`config.mk`:
```
export PLATFORM = sky130hd
export DESIGN_NAME = l1_refill_ctrl
export DESIGN_NICKNAME = d
export VERILOG_FILES = /design/src/rtl/l1_refill_pkg.sv /design/src/rtl/l1_refill_ctrl.sv
export SDC_FILE = /design/constraint.sdc
export NUM_CORES = 1
export LEC_CHECK = 0
export CORE_AREA = 2 2 169 171
export DETAILED_ROUTE_END_ITERATION = 6
export DIE_AREA = 0 0 171 173
export DONT_BUFFER_PORTS = 1
export HOLD_SLACK_MARGIN = 0.05
export PLACE_DENSITY = 0.45
export SYNTH_ARGS = -nofsm -noshare
export SYNTH_HDL_FRONTEND = slang
export SYNTH_SLANG_ARGS = --single-unit
```
`constraint.sdc`:
```
create_clock -name clk -period 3.5 [get_ports clk]
set_clock_uncertainty 0.1 [all_clocks]
set_input_delay 0.7 -clock clk [delete_from_list [all_inputs] [get_ports clk]]
set_output_delay 0.7 -clock clk [all_outputs]
set_load 0.005 [all_outputs]
```
`src/rtl/l1_refill_pkg.sv`:
```
// Shared state encoding and L1 access-mode constants for the L1 refill controller.
package l1_refill_pkg;

    localparam int LINE_WORDS = 16;

    localparam logic [1:0] MODE_READ  = 2'b00;
    localparam logic [1:0] MODE_WRITE = 2'b11;
    localparam logic [1:0] MODE_IDLE  = 2'b01;

    typedef enum logic [2:0] {
        IDLE,
        LOOKUP,
        WRITE,
        MISS_REQ,
        FILL,
        REPLAY,
        RESP
    } state_t;

endpackage

```
`src/rtl/l1_refill_ctrl.sv`:
```
// Core-facing L1 access controller: serves reads/writes from L1 and, on a read miss,
// refills the whole line from L2 before replaying the lookup.
module l1_refill_ctrl #(
    parameter int LINE_WORDS = l1_refill_pkg::LINE_WORDS,
    parameter int DATA_W     = 64
) (
    input  logic              clk,
    input  logic              rst_n,
    input  logic              req_valid,
    output logic              req_ready,
    input  logic              req_we,
    input  logic [31:0]       req_addr,
    input  logic [DATA_W-1:0] req_wdata,
    output logic              resp_valid,
    output logic [DATA_W-1:0] resp_data,
    output logic              resp_err,
    output logic [1:0]        l1_mode,
    output logic [31:0]       l1_st,
    output logic [DATA_W-1:0] l1_in,
    input  logic [DATA_W-1:0] l1_out,
    input  logic              l1_miss,
    output logic              l2_req_valid,
    input  logic              l2_req_ready,
    output logic [31:0]       l2_req_addr,
    input  logic              l2_data_valid,
    input  logic [DATA_W-1:0] l2_data,
    output logic              busy
);
    import l1_refill_pkg::*;

    localparam int OFF_W = $clog2(LINE_WORDS);
    localparam int BW    = OFF_W + 1;
    localparam logic [BW-1:0] LAST_BEAT = BW'(LINE_WORDS - 1);
    localparam logic [BW-1:0] ALL_BEATS = BW'(LINE_WORDS);

    state_t            state, state_n;
    logic [31:0]       addr_q, addr_n;
    logic [BW-1:0]     beat, beat_n;
    logic [1:0]        l1_mode_n;
    logic [31:0]       l1_st_n;
    logic [DATA_W-1:0] l1_in_n;
    logic              l2_req_valid_n;
    logic [31:0]       l2_req_addr_n;
    logic              resp_valid_n;
    logic [DATA_W-1:0] resp_data_n;
    logic              resp_err_n;

    assign req_ready = rst_n && (state == IDLE);
    assign busy      = (state != IDLE);

    // All L1/L2-facing outputs are registered: next values are computed here and
    // the L1 sees each access one cycle after the decision that issued it.
    always_comb begin
        state_n        = state;
        addr_n         = addr_q;
        beat_n         = beat;
        l1_mode_n      = MODE_IDLE;
        l1_st_n        = l1_st;
        l1_in_n        = l1_in;
        l2_req_valid_n = l2_req_valid;
        l2_req_addr_n  = l2_req_addr;
        resp_valid_n   = 1'b0;
        resp_data_n    = resp_data;
        resp_err_n     = 1'b0;

        case (state)
            IDLE: begin
                if (req_valid) begin
                    addr_n  = req_addr;
                    l1_st_n = req_addr;
                    if (req_we) begin
                        state_n   = WRITE;
                        l1_mode_n = MODE_WRITE;
                        l1_in_n   = req_wdata;
                    end else begin
                        state_n   = LOOKUP;
                        l1_mode_n = MODE_READ;
                    end
                end
            end

            LOOKUP: begin
                if (l1_miss) begin
                    state_n        = MISS_REQ;
                    l2_req_valid_n = 1'b1;
                    l2_req_addr_n  = {addr_q[31:OFF_W], {OFF_W{1'b0}}};
                end else begin
                    state_n      = RESP;
                    resp_valid_n = 1'b1;
                    resp_data_n  = l1_out;
                end
            end

            WRITE: begin
                state_n      = RESP;
                resp_valid_n = 1'b1;
                resp_data_n  = '0;
            end

            MISS_REQ: begin
                if (l2_req_ready) begin
                    state_n        = FILL;
                    l2_req_valid_n = 1'b0;
                    beat_n         = '0;
                end
            end

            // After the last beat, one more FILL cycle lets its L1 write land
            // before the replay read is issued; beats arriving then are dropped.
            FILL: begin
                if (beat == ALL_BEATS) begin
                    state_n   = REPLAY;
                    l1_mode_n = MODE_READ;
                    l1_st_n   = addr_q;
                end else if (l2_data_valid) begin
                    l1_mode_n = MODE_WRITE;
                    l1_st_n   = {addr_q[31:OFF_W], beat[OFF_W-1:0]};
                    l1_in_n   = l2_data;
                    beat_n    = (beat == LAST_BEAT) ? ALL_BEATS : beat + BW'(1);
                end
            end

            REPLAY: begin
                state_n      = RESP;
                resp_valid_n = 1'b1;
                resp_data_n  = l1_out;
                resp_err_n   = l1_miss;
            end

            RESP: begin
                state_n = IDLE;
            end

            default: begin
                state_n = IDLE;
            end
        endcase
    end

    always_ff @(posedge clk or negedge rst_n) begin
        if (!rst_n) begin
            state        <= IDLE;
            addr_q       <= '0;
            beat         <= '0;
            l1_mode      <= MODE_IDLE;
            l1_st        <= '0;
            l1_in        <= '0;
            l2_req_valid <= 1'b0;
            l2_req_addr  <= '0;
            resp_valid   <= 1'b0;
            resp_data    <= '0;
            resp_err     <= 1'b0;
        end else begin
            state        <= state_n;
            addr_q       <= addr_n;
            beat         <= beat_n;
            l1_mode      <= l1_mode_n;
            l1_st        <= l1_st_n;
            l1_in        <= l1_in_n;
            l2_req_valid <= l2_req_valid_n;
            l2_req_addr  <= l2_req_addr_n;
            resp_valid   <= resp_valid_n;
            resp_data    <= resp_data_n;
            resp_err     <= resp_err_n;
        end
    end

endmodule

```
# After elaboration in Yosys (flattened, before gate mapping)
# Index checks and enable logic that the tools add are counted.
# totals
ff_bits	233
wordCells	77
# classes
add_sub_neg	1
n_eq_ne	16
mux	33
reduce_logical	16
# op_table
operator	n
$mux W64	5
$pmux W64 S3	1
$pmux W64 S2	1
$mux W32	3
$pmux W32 S2	1
$mux W5	4
$ne A2 B2 Y1 const B	8
$pmux W3 S5	1
$mux W3	4
$mux W2	5
$pmux W5 S2	1
$reduce_and A3 Y1	3
$eq A3 B2 Y1 const B	2
$eq A3 B3 Y1 const B	2
$reduce_and A2 Y1	3
$reduce_bool A2 Y1	3
$reduce_bool A3 Y1	2
$add A5 B1 Y5 const B	1
$eq A5 B4 Y1 const B	1
$eq A5 B5 Y1 const B	1
$reduce_and A5 Y1	1
$mux W1	4
$pmux W1 S2	2
$pmux W2 S2	1
other kinds (6)	6

# Depth between registers and ports, before layout
# logic_depth
depth_word	5
ltp_mapped	9
ltp_nobuf	6

# Worst setup path before layout
# No wires, ideal clock.
# synth_timing
path_type	in2reg
startpoint	in l1_miss
endpoint	reg l2_req_addr[11]
arrival_time_ps	1746
required_ps	3275
slack_ps	1529
cell_stages	5
cell_sequence	nor2b_1 and2_1 buf_2 buf_2 mux2_2
# synth_between
elab_chain_len	1
# synth_rtl
element	line	source
start: declaration	l1_refill_ctrl.sv:21	input logic l1_miss,
$reduce_and A2 Y1 (no source line)	-	
end signal: assignment	l1_refill_ctrl.sv:161	l2_req_addr <= l2_req_addr_n;
end: declaration	l1_refill_ctrl.sv:24	output logic [31:0] l2_req_addr,
# No other way between the ends.
# A chain may end at the register's enable or synchronous reset.

# Worst setup path in the final report
# layout_timing
startpoint	reg state[1]
endpoint	out req_ready
# layout_between
elab_chain_len	2
# layout_rtl
element	line	source
start: declaration	l1_refill_ctrl.sv:36	state_t state, state_n;
start signal: assignment	l1_refill_ctrl.sv:154	state <= state_n;
$logic_not A3 Y1	l1_refill_ctrl.sv:48	assign req_ready = rst_n && (state == IDLE);
$logic_and A1 B1 Y1	l1_refill_ctrl.sv:48	
end: declaration	l1_refill_ctrl.sv:10	output logic req_ready,
# No other way between the ends.

==> impl_metrics.yaml <==
final_layout:
  drive_gt1_share_pct: 15.08
  seqCellArea_um2: 5832
  nets: 1025
  nFillCells: 2714
  final_cells: 1189
  synthToLayoutAreaGrowth_pct: 12.95
  multi_input_area_um2: 3004
  final_area_um2: 10560
clocking:
  clockBufferDepth: 3
  cts_tree: "built"
  clk-insertion-delay-late_ns: 0.53
  cts_buffers: 27
  cts_resized: 0
  clkTransAtPathRegs_ns: 0.06
  root_buffer: "clkbuf_16"
  cts_setup_buffers: 0
  cts.sinks: 233
  h-tree-depth: 1
timing:
  rsz0062_at_grt: "no"
  worstMarginPinSlew_ns: 1.069
  fin_setup_tns_ns: 0
  slew_violations: 0
  slew_headroom_pct: 28.72
  fin_crit_sh_pct: 79.39
  finalSetupViolations: 0
  max_freq_ghz: 0.3599
  period_needed_ns: 2.779
  hold_viol_final: 194
  hold-worst-slack_ns: -0.2316
synthesis:
  synth_compound_area_share_pct: 17.40
  synth_cell_types: 38
  synthXorXnorAreaFrac_pct: 0
  synth.area.mux_share_pct: 7.585
  ys.flop_type: "dfrtp_1"
  synthArstFlopShare_pct: 100.0
  synth_top_family_by_area: "compound AO/OA/AOI/OAI gates"
  syn_avg_cell_area_um2: 11.53
  ys_ff_latch: 233
  syn_inst: 811
  ys_top_cells_by_area: "dfrtp_1, mux2_2, a22o_1"
  synth_common_cells: "dfrtp_1, inv_1, a21oi_1"
  ys_seq_area_share_pct: 62.35
  synth_top_area_cell: "dfrtp_1"
  yosysTopAreaCellShare_pct: 62.07
  synth-edff-count: 0
  yosys.area_share.simple_pct: 6.341
  yosysWarnings: 0
  synth.most_common_cell: "dfrtp_1"
  synthAdderAreaFrac_pct: 0.4013
  synth_area_um2: 9353
placement:
  dpl_cell_area_um2: 9691
  port-buffer-count: 0
  gp_congestion: 0.7817
  dp_cells: 1140
  hpwl_um: 19350
global_routing:
  grt_overflow: 0
  grt_pass1_wl_um: 40530
  grt_start_max_net_pins: 235
  grt_pass1_vias: 6416
  grt_usage_pct: 17.75
  antenna_found_initial: 2
status:
  violations: "design-rule violations, negative hold slack"
  outcome: "finished, violations left"
power_and_ir_drop:
  ir_drop_mv: 0.4553
  p_leak_uw: 0.004859
  pwr_density_cell_nw_per_um2: 1003
routing:
  wl_um: 27950
  drtIter0Drc: 449
  via_count: 6333
  route.detailed.drc: 1
  wl_per_cell_um: 23.51
  ant_nets: 0
  viasPerCell: 5.326
  firstDrtPassIters: 7
worst_setup_path:
  start_kind: "register"
  worstPathArrival_ns: 1.98
  crit_type: "reg2out"
  endpoint_kind: "output port"
  critPathMaxFanout: 14
  cp.required_ns: 2.70
floorplan:
  dieArea_um2: 29580
  chipHeight_um: 173
  die_x_um: 171
  ios: 430
  fp-row-count: 61
  core_area_um2: 27630
  initial_core_util_pct: 33.85
flow_run:
  drv_cap: 0
min_path:
  hp-class: "in2async"
## routing by layer
| metal | global-route usage, % | share of wire (%) | vias up |
|---|---|---|---|
| li1 | - | - | 2818 |
| met1 | 19.99 | 37 | 3173 |
| met2 | 30.09 | 49 | 296 |
| met3 | 7.507 | 11 | 46 |
| met4 | 6.003 | 3.0 | 0 |
| met5 | 0 | 0 | - |
## area by class of cell
cell class / instances / share of cell area [%]
Sequential cell: 233 / 55.21
Multi-Input combinational cell: 445 / 28.44
Clock buffer: 40 / 7.332
Tap cell: 378 / 4.477
Inverter: 73 / 2.594
Timing Repair Buffer: 11 / 1.019
Clock inverter: 7 / 0.8883
Antenna cell: 2 / 0.04738
## path summary, 6_finish.rpt
path	start	to	slack [ns]	depth (start not counted)
worst max-delay path	state[1]$_DFFE_PN0P_	req_ready	0.72	2
worst min-delay path	rst_n	resp_data[7]$_DFFE_PN0P_	-0.23	0
worst max register to register	state[1]$_DFFE_PN0P_	addr_q[15]$_DFFE_PN0P_	0.74	4
worst min register to register	addr_q[6]$_DFFE_PN0P_	addr_q[6]$_DFFE_PN0P_	0.40	1
max in group asynchronous	rst_n	resp_data[46]$_DFFE_PN0P_	2.65	0
min in group clk	req_addr[6]	addr_q[6]$_DFFE_PN0P_	0.20	1
## worst max-delay path, cell delays in order (launching register included)
cell	delay, ns
dfrtp_1	0.55
nor3_1	0.65
and2_1	0.24
## state kept, by name (all words and copies together) (netlist names)
register and cells:
addr_q 32, beat 5, l1_in 64, l1_mode 2, l1_st 32, l2_req_addr 28
l2_req_valid 1, resp_data 64, resp_err 1, resp_valid 1, state 3
## metrics by stage
stage / total power (uW) / worst slack, ns / util (%) / hold slack, ns
2_1_floorplan: 6933 / 1.529 / - / 0.3044
3_3_place_gp: 7763 / 0.8877 / 35.07 / 0.3105
4_1_cts: 10740 / 0.7407 / 38.22 / -0.2572
6_report: 10590 / 0.7213 / 38.23 / -0.2316
3_5_place_dp: 7927 / 0.7765 / 35.07 / 0.3089
5_1_grt: 11310 / 0.6424 / 38.23 / -0.2603
## report_power, final
group	switching, uW	total, uW	internal, uW
combinational	1540	2810	1270
sequential	1120	5030	3910
clock	1090	2750	1670
## layout by cell type (no fill, tap or decap), drive strengths merged, types with 6 or more instances in the layout
master | synthesis | layout
dfrtp | 232 | 232
a31oi | 30 | 30
inv | 73 | 74
buf | 30 | 11
nand3 | 9 | 9
o22ai | 64 | 64
mux2 | 63 | 63
o21ai | 7 | 7
nand2 | 63 | 63
a22o | 64 | 64
nor2b | 6 | 6
a21oi | 69 | 69
nor2 | 36 | 36
clkbuf | 33 | 40
## kinds of logic after synthesis
family                     after synthesis
buffers and inverters                  136
other                                    1
adders and majority gates                3
and+or+nand+nor                        131
DFF                                    233
AOI/OAI and AO/OA                      244
muxes                                   63
(Power assumes the default switching activity.)
